--- config.mk ---
export PLATFORM = sky130hd
export DESIGN_NAME = key_debounce
export DESIGN_NICKNAME = d
export VERILOG_FILES = /design/src/rtl/key_debounce.sv
export SDC_FILE = /design/constraint.sdc
export NUM_CORES = 1
export LEC_CHECK = 0
export BUFFER_PORTS_ARGS = -buffer_cell sky130_fd_sc_hd__buf_2
export CAP_MARGIN = 20
export CORE_AREA = 2 2 84 94
export DETAILED_ROUTE_END_ITERATION = 12
export DIE_AREA = 0 0 86 96
export PLACE_DENSITY_LB_ADDON = 0.15
export SYNTH_ARGS = -nofsm -noshare
export SYNTH_HDL_FRONTEND = slang
export SYNTH_SLANG_ARGS = --single-unit
--- constraint.sdc ---
create_clock -name clk_in -period 4.6 [get_ports clk_in]
set_input_delay 0.23 -clock clk_in [delete_from_list [all_inputs] [get_ports clk_in]]
set_output_delay 0.23 -clock clk_in [all_outputs]
set_load 0.01 [all_outputs]
--- src/rtl/key_debounce.sv ---
// Four-key debouncer: 2-flop synchronizers, per-key settle counters and a one-deep press event.
// Event FSM states:  IDLE = no press pending | PENDING = press_code holds an unacknowledged press.
module key_debounce #(
    parameter int DB_CYCLES = 1000000
) (
    input  logic       clk_in,
    input  logic       clr,
    input  logic [3:0] key_in,
    input  logic       press_ack,
    output logic [3:0] key_state,
    output logic       press_valid,
    output logic [3:0] press_code,
    output logic       multi_err,
    output logic       overrun
);

    localparam int             CW      = $clog2(DB_CYCLES);
    localparam logic [CW-1:0]  CNT_MAX = CW'(DB_CYCLES - 1);

    typedef enum logic {
        IDLE    = 1'b0,
        PENDING = 1'b1
    } ev_state_t;

    logic [3:0]    sync_a;
    logic [3:0]    sync_b;
    logic [CW-1:0] cnt [4];
    logic [3:0]    level_q;
    logic [3:0]    settle;
    logic [3:0]    level_next;
    logic [3:0]    rise;
    logic          rise_any;
    logic          rise_one;
    logic          valid_press;
    logic          multi_d;

    ev_state_t     state;
    ev_state_t     state_d;
    logic [3:0]    code_q;
    logic [3:0]    code_d;
    logic          overrun_d;
    logic          multi_q;
    logic          overrun_q;

    always_ff @(posedge clk_in or posedge clr) begin
        if (clr) begin
            sync_a <= '0;
            sync_b <= '0;
        end else begin
            sync_a <= key_in;
            sync_b <= sync_a;
        end
    end

    // A key settles on the cycle its counter sits at terminal count with the level still different.
    always_comb begin
        settle = '0;
        for (int i = 0; i < 4; i++) begin
            settle[i] = (sync_b[i] != level_q[i]) && (cnt[i] == CNT_MAX);
        end
    end

    always_ff @(posedge clk_in or posedge clr) begin
        if (clr) begin
            for (int i = 0; i < 4; i++) begin
                cnt[i] <= '0;
            end
        end else begin
            for (int i = 0; i < 4; i++) begin
                if ((sync_b[i] == level_q[i]) || settle[i]) begin
                    cnt[i] <= '0;
                end else begin
                    cnt[i] <= cnt[i] + CW'(1);
                end
            end
        end
    end

    always_comb begin
        level_next  = (level_q & ~settle) | (sync_b & settle);
        rise        = level_next & ~level_q;
        rise_any    = |rise;
        rise_one    = rise_any && ((rise & (rise - 4'd1)) == 4'd0);
        valid_press = rise_one && (level_next == rise);
        multi_d     = rise_any && !valid_press;
    end

    always_ff @(posedge clk_in or posedge clr) begin
        if (clr) begin
            level_q <= '0;
        end else begin
            level_q <= level_next;
        end
    end

    always_comb begin
        state_d   = state;
        code_d    = code_q;
        overrun_d = 1'b0;
        case (state)
            IDLE: begin
                if (valid_press) begin
                    state_d = PENDING;
                    code_d  = rise;
                end
            end
            PENDING: begin
                if (press_ack) begin
                    if (valid_press) begin
                        code_d = rise;
                    end else begin
                        state_d = IDLE;
                        code_d  = '0;
                    end
                end else if (valid_press) begin
                    overrun_d = 1'b1;
                end
            end
            default: begin
                state_d = IDLE;
                code_d  = '0;
            end
        endcase
    end

    always_ff @(posedge clk_in or posedge clr) begin
        if (clr) begin
            state     <= IDLE;
            code_q    <= '0;
            multi_q   <= 1'b0;
            overrun_q <= 1'b0;
        end else begin
            state     <= state_d;
            code_q    <= code_d;
            multi_q   <= multi_d;
            overrun_q <= overrun_d;
        end
    end

    assign key_state   = level_q;
    assign press_valid = (state == PENDING);
    assign press_code  = code_q;
    assign multi_err   = multi_q;
    assign overrun     = overrun_q;

endmodule

# Word level (Yosys, flattened, before mapping)
# Index checks and enable logic that the tools add are counted.
op_classes:
  reduce_logical: 15
  mux: 13
  bitwise: 8
  add_sub_neg: 5
  eq_ne: 15
op_table:
  columns: ["cell", "count"]
  rows:
  - ["adder 20 x 1 -> 20 bit, second input constant", 4]
  - ["== test 20 bit, second input constant", 4]
  - ["two-way mux 20 bit", 4]
  - ["bitwise AND 4 bit", 4]
  - ["two-way mux 4 bit", 3]
  - ["inverter 4 bit", 2]
  - ["case mux 4 bit (2 select lines)", 1]
  - ["logical AND 1 bit", 7]
  - ["== test 1 bit", 4]
  - ["== test 4 bit", 1]
  - ["zero test 4 bit", 1]
  - ["logical OR 1 bit", 4]
  - ["two-way mux 1 bit", 4]
  - ["inequality test 1 bit", 4]
  - ["inequality test 2 bit, second input constant", 2]
  - ["OR 4 bit", 1]
  - ["OR reduction 4 bit", 1]
  - ["subtractor 4 x 1 -> 4 bit, second input constant", 1]
  - ["case mux 1 bit (2 select lines)", 1]
  - ["AND reduction 2 bit", 1]
  - ["zero test 1 bit", 1]
  - ["inverter 1 bit", 1]
word_totals:
  out_inout_bits: 11
  ff_bits: 99
  wordCells: 67
  input_bits: 7

# Logic depth before layout (Yosys ltp)
depth:
  ltp_word: 14
  ltp_mapped: 7
  depth_no_buf: 7

# Worst setup path before layout
# Ideal clock, no wire load.
synth_timing:
  kind: "reg2reg"
  from: "register cnt[66] (netlist bit)"
  to: "register code_q[2] (netlist: press_code[2])"
  setup_time_ns: 0.122
  n_path_buf: 0
  t_arrival_ns: 2.209
  path_stages_with_launch: 7
  required_ns: 4.478
  period_less_slack_ns: 2.330
  path_slack_ns: 2.270
  path_cell_list: "dfrtp_1 or4_1 or4_1 o31a_1 nor4_4 o311a_2 o21ai_1"
synth_via:
  elab_chain_cells: 14
  elab_cells_between_ends: 19
  classes_between: "1 x add/sub; 3 x eq/ne; 3 x mux; 6 x bitwise; 6 x reduce/logical"
synth_rtl:
  columns: ["element", "line", "rtl"]
  rows:
  - ["from (decl)", "27", "logic [CW-1:0] cnt [4];"]
  - ["from (signal, indexed assignment)", "73", "cnt[i] <= cnt[i] + CW'(1);"]
  - ["== test 20 bit (*)", "59", "settle[i] = (sync_b[i] != level_q[i]) && (cnt[i] == CNT_MAX);"]
  - ["logical AND 1 bit (*)", "59", null]
  - ["inverter 4 bit", "80", "level_next = (level_q & ~settle) | (sync_b & settle);"]
  - ["bitwise AND 4 bit", "80", null]
  - ["OR 4 bit (*)", "80", null]
  - ["bitwise AND 4 bit", "81", "rise = level_next & ~level_q;"]
  - ["subtractor 4 x 1 -> 4 bit", "83", "rise_one = rise_any && ((rise & (rise - 4'd1)) == 4'd0);"]
  - ["bitwise AND 4 bit", "83", null]
  - ["zero test 4 bit", "83", null]
  - ["logical AND 1 bit", "83", null]
  - ["logical AND 1 bit (*)", "84", "valid_press = rise_one && (level_next == rise);"]
  - ["two-way mux 4 bit", "109", "if (valid_press) begin"]
  - ["two-way mux 4 bit", "108", "if (press_ack) begin"]
  - ["case mux 4 bit (2 select lines)", "100", "case (state)"]
  - ["to (signal assigned)", "134", "code_q <= code_d;"]
  - ["to (decl)", "39", "logic [3:0] code_q;"]
# Mark *: on every way between the ends. The rest lies on a longest branch, timed or not. The select of a mux whose other input is x is not followed.
# A chain may end at the register's enable or synchronous reset.

# Worst setup path after layout
# Ends and elaborated chain as after synthesis.

==> reports/metrics.csv <==
metric,value,unit
HP Class,input port to flip-flop,
endpoints failing setup,0,
H-tree lvl count,3,
Worst Path Required,4.85,ns
"Distinct cells, synth",47,
Post-synth EDFFs,0,
Die W,86,µm
Synth Net Count,486,
setup repair after global routing missed its margin,false,
max-slew violation count,0,
Netlist Area Pre-Place,4740,µm²
Synth warnings,0,
grt ovf,0,
GRT Resource Usage Total,23.7,%
WP data arrival,2.81,ns
Skew-Pair Late Insertion Delay,0.37,ns
CP max FO,9,
Final GP Congestion,0.847,
Max Buffers Root-to-Sink,2,
Yosys top cell by area,dfrtp_1,
diodes inserted,0,
Max VDD drop,0.000223,V
Hold Slack,0.163,ns
IO Count,18,
ys flop type,dfrtp_1,
die area,8260,µm²
CTS tree,yes,
Pre-antenna DRT Iters,4,
synthesized flop and latch total,99,
fmax,389,MHz
synth top area cells,"dfrtp_1 52%, xor2_1 7.6%, nor2_1 7.5%",
die height,96,µm
layout cells sized above 1,9.02,%
post-synthesis sequential area ratio,52.2,%
Synth Area per Inst,9.99,µm²
Layout area overhead,9.55,%
initial antenna violation count,0,
drt initial violations,188,
vias per cell,5.78,
post-synthesis instance total,475,
Port Buffers,17,
slew of the pin with the lowest slew margin,0.652,ns
asr flop ratio synth,100,%
top post-synthesis cells by count,"99 x dfrtp_1, 95 x nor2_1, 41 x xor2_1, 39 x nand2_1, 33 x nand3_1",
CTS buffer count,9,
CP Launch Type,flip-flop,
vias in the first global route,3419,
worst clock skew,0.0135,ns
Hold Fails Final Rpt,0,
area share of the largest cell type after synthesis,52.2,%
clock transition at the registers of the reported paths,0.09,ns
Core Area,7310,µm²
outcome,completed,
maxcap violations,0,
most numerous cell in the Yosys netlist,dfrtp_1,
clock root buffer,clkbuf_8,
leak pwr,2.32,nW
PD cells,294,nW/µm²
DRC Markers,0,
min Tclk post-route,2.57,ns
Starting Density,64.9,%
worst slew margin relative to its limit,56.5,%
CTS Sinks,99,
WL final,8800,µm
nature of the critical path endpoint,flip-flop,
critical path type,flip-flop to flip-flop,
Tcrit/Tclk final,55.8,%
largest net degree at the start of global routing,51,
WL per Instance,14.7,µm
routed vias,3453,
setup TNS,0,ns
Detailed Place HPWL,6010,µm
# nets final,516,
first-pass GRT wire length,15400,µm
Cell Rows,33,
Routed Antenna Nets,0,
post-CTS setup buffers,0,
-- cells in the final DEF, fill, tap and decap left out, drive strengths merged, types with 2 or more instances in the layout --
cell / Yosys / layout
a21oi: 3 / 3
a31oi: 2 / 2
and2: 5 / 5
and3: 20 / 20
and4: 9 / 9
and4b: 4 / 4
buf: 1 / 19
clkbuf: 4 / 11
clkinv: 0 / 2
dfrtp: 99 / 99
dlygate4sd3: 0 / 5
ha: 4 / 4
inv: 12 / 13
mux2: 2 / 2
nand2: 39 / 39
nand3: 33 / 33
nand4: 12 / 12
nand4b: 4 / 4
nor2: 95 / 95
nor2b: 5 / 5
nor3: 5 / 5
nor4: 6 / 6
o211ai: 2 / 2
o21ai: 8 / 8
o31a: 3 / 3
or2: 2 / 2
or3: 5 / 5
or4: 4 / 4
xnor2: 31 / 31
xor2: 41 / 41
-- stage by stage --
stage	power [mW]	area, µm²	std cells	utilization [%]	setup slack [ns]
2_1_floorplan	0.945	4740	475	-	1.78
3_3_place_gp	0.961	4930	576	67.5	2.13
3_5_place_dp	0.962	4930	576	67.5	2.08
4_1_cts	1.54	5200	597	71.1	2.04
5_1_grt	1.59	5200	597	71.1	1.84
6_report	1.53	5200	597	71.1	2.03
-- what timing repair did --
item / in CTS / in global routing
hold buffers: 5 / 0
resized for setup: 0 / 0
hold endpoints to repair: 53 / 0
-- logic make-up after synthesis --
family,Yosys count,share of synthesized area (%)
AOI/OAI and AO/OA,29,4.33
buffers and inverters,17,1.37
xor gates and xnor gates,72,13.3
adders and majority gates,4,1.06
muxes,2,0.475
and+or+nand+nor,252,27.2
DFF,99,52.2
-- report_power, final --
part / internal, mW / leakage, nW / switching (mW)
clock network: 0.283 / 0.106 / 0.299
logic: 0.0166 / 0.860 / 0.0374
registers: 0.883 / 1.35 / 0.0105
-- metal layers --
metal | track usage, % | vias to the layer above | wire (µm)
met5 | 0 | - | 0
met2 | 38.6 | 56 | 4210
met3 | 4.80 | 8 | 281
met4 | 7.80 | 0 | 114
met1 | 31.9 | 1695 | 4200
li1 | - | 1694 | -
-- flip-flops by register name (all words and copies together) (netlist names) --
name	flops
sync_a	4
overrun	1
cnt	80
sync_b	4
multi_err	1
key_state	4
press_valid	1
press_code	4
-- area by class of cell --
cell class	instances	area (µm²)
Clock buffer	11	151
Clock inverter	5	60.1
Fill cell	545	2110
Inverter	12	47.5
Multi-Input combinational cell	359	2200
Sequential cell	99	2480
Tap cell	87	109
Timing Repair Buffer	24	150
-- critical path, stage by stage, from the launching register on --
cell and delay [ns]:
dfrtp_1 0.47, or4_1 0.53, or4_1 0.43, o31a_1 0.29, nor4_4 0.37, o311a_2 0.30, o21ai_1 0.08
-- worst paths after layout --
check                      startpoint             to  slack (ns)  depth (start not counted)
hold reg to reg             sync_a[1]      sync_b[1]        0.35                          0
setup reg to reg              cnt[66]  press_code[2]        2.03                          6
hold / removal              press_ack        overrun        0.16                          3
setup / recovery              cnt[66]  press_code[2]        2.03                          6
max in group asynchronous         clr        cnt[78]        3.07                          4
min in group asynchronous         clr        cnt[38]        0.48                          3
Power figures use the tool's default switching activity.
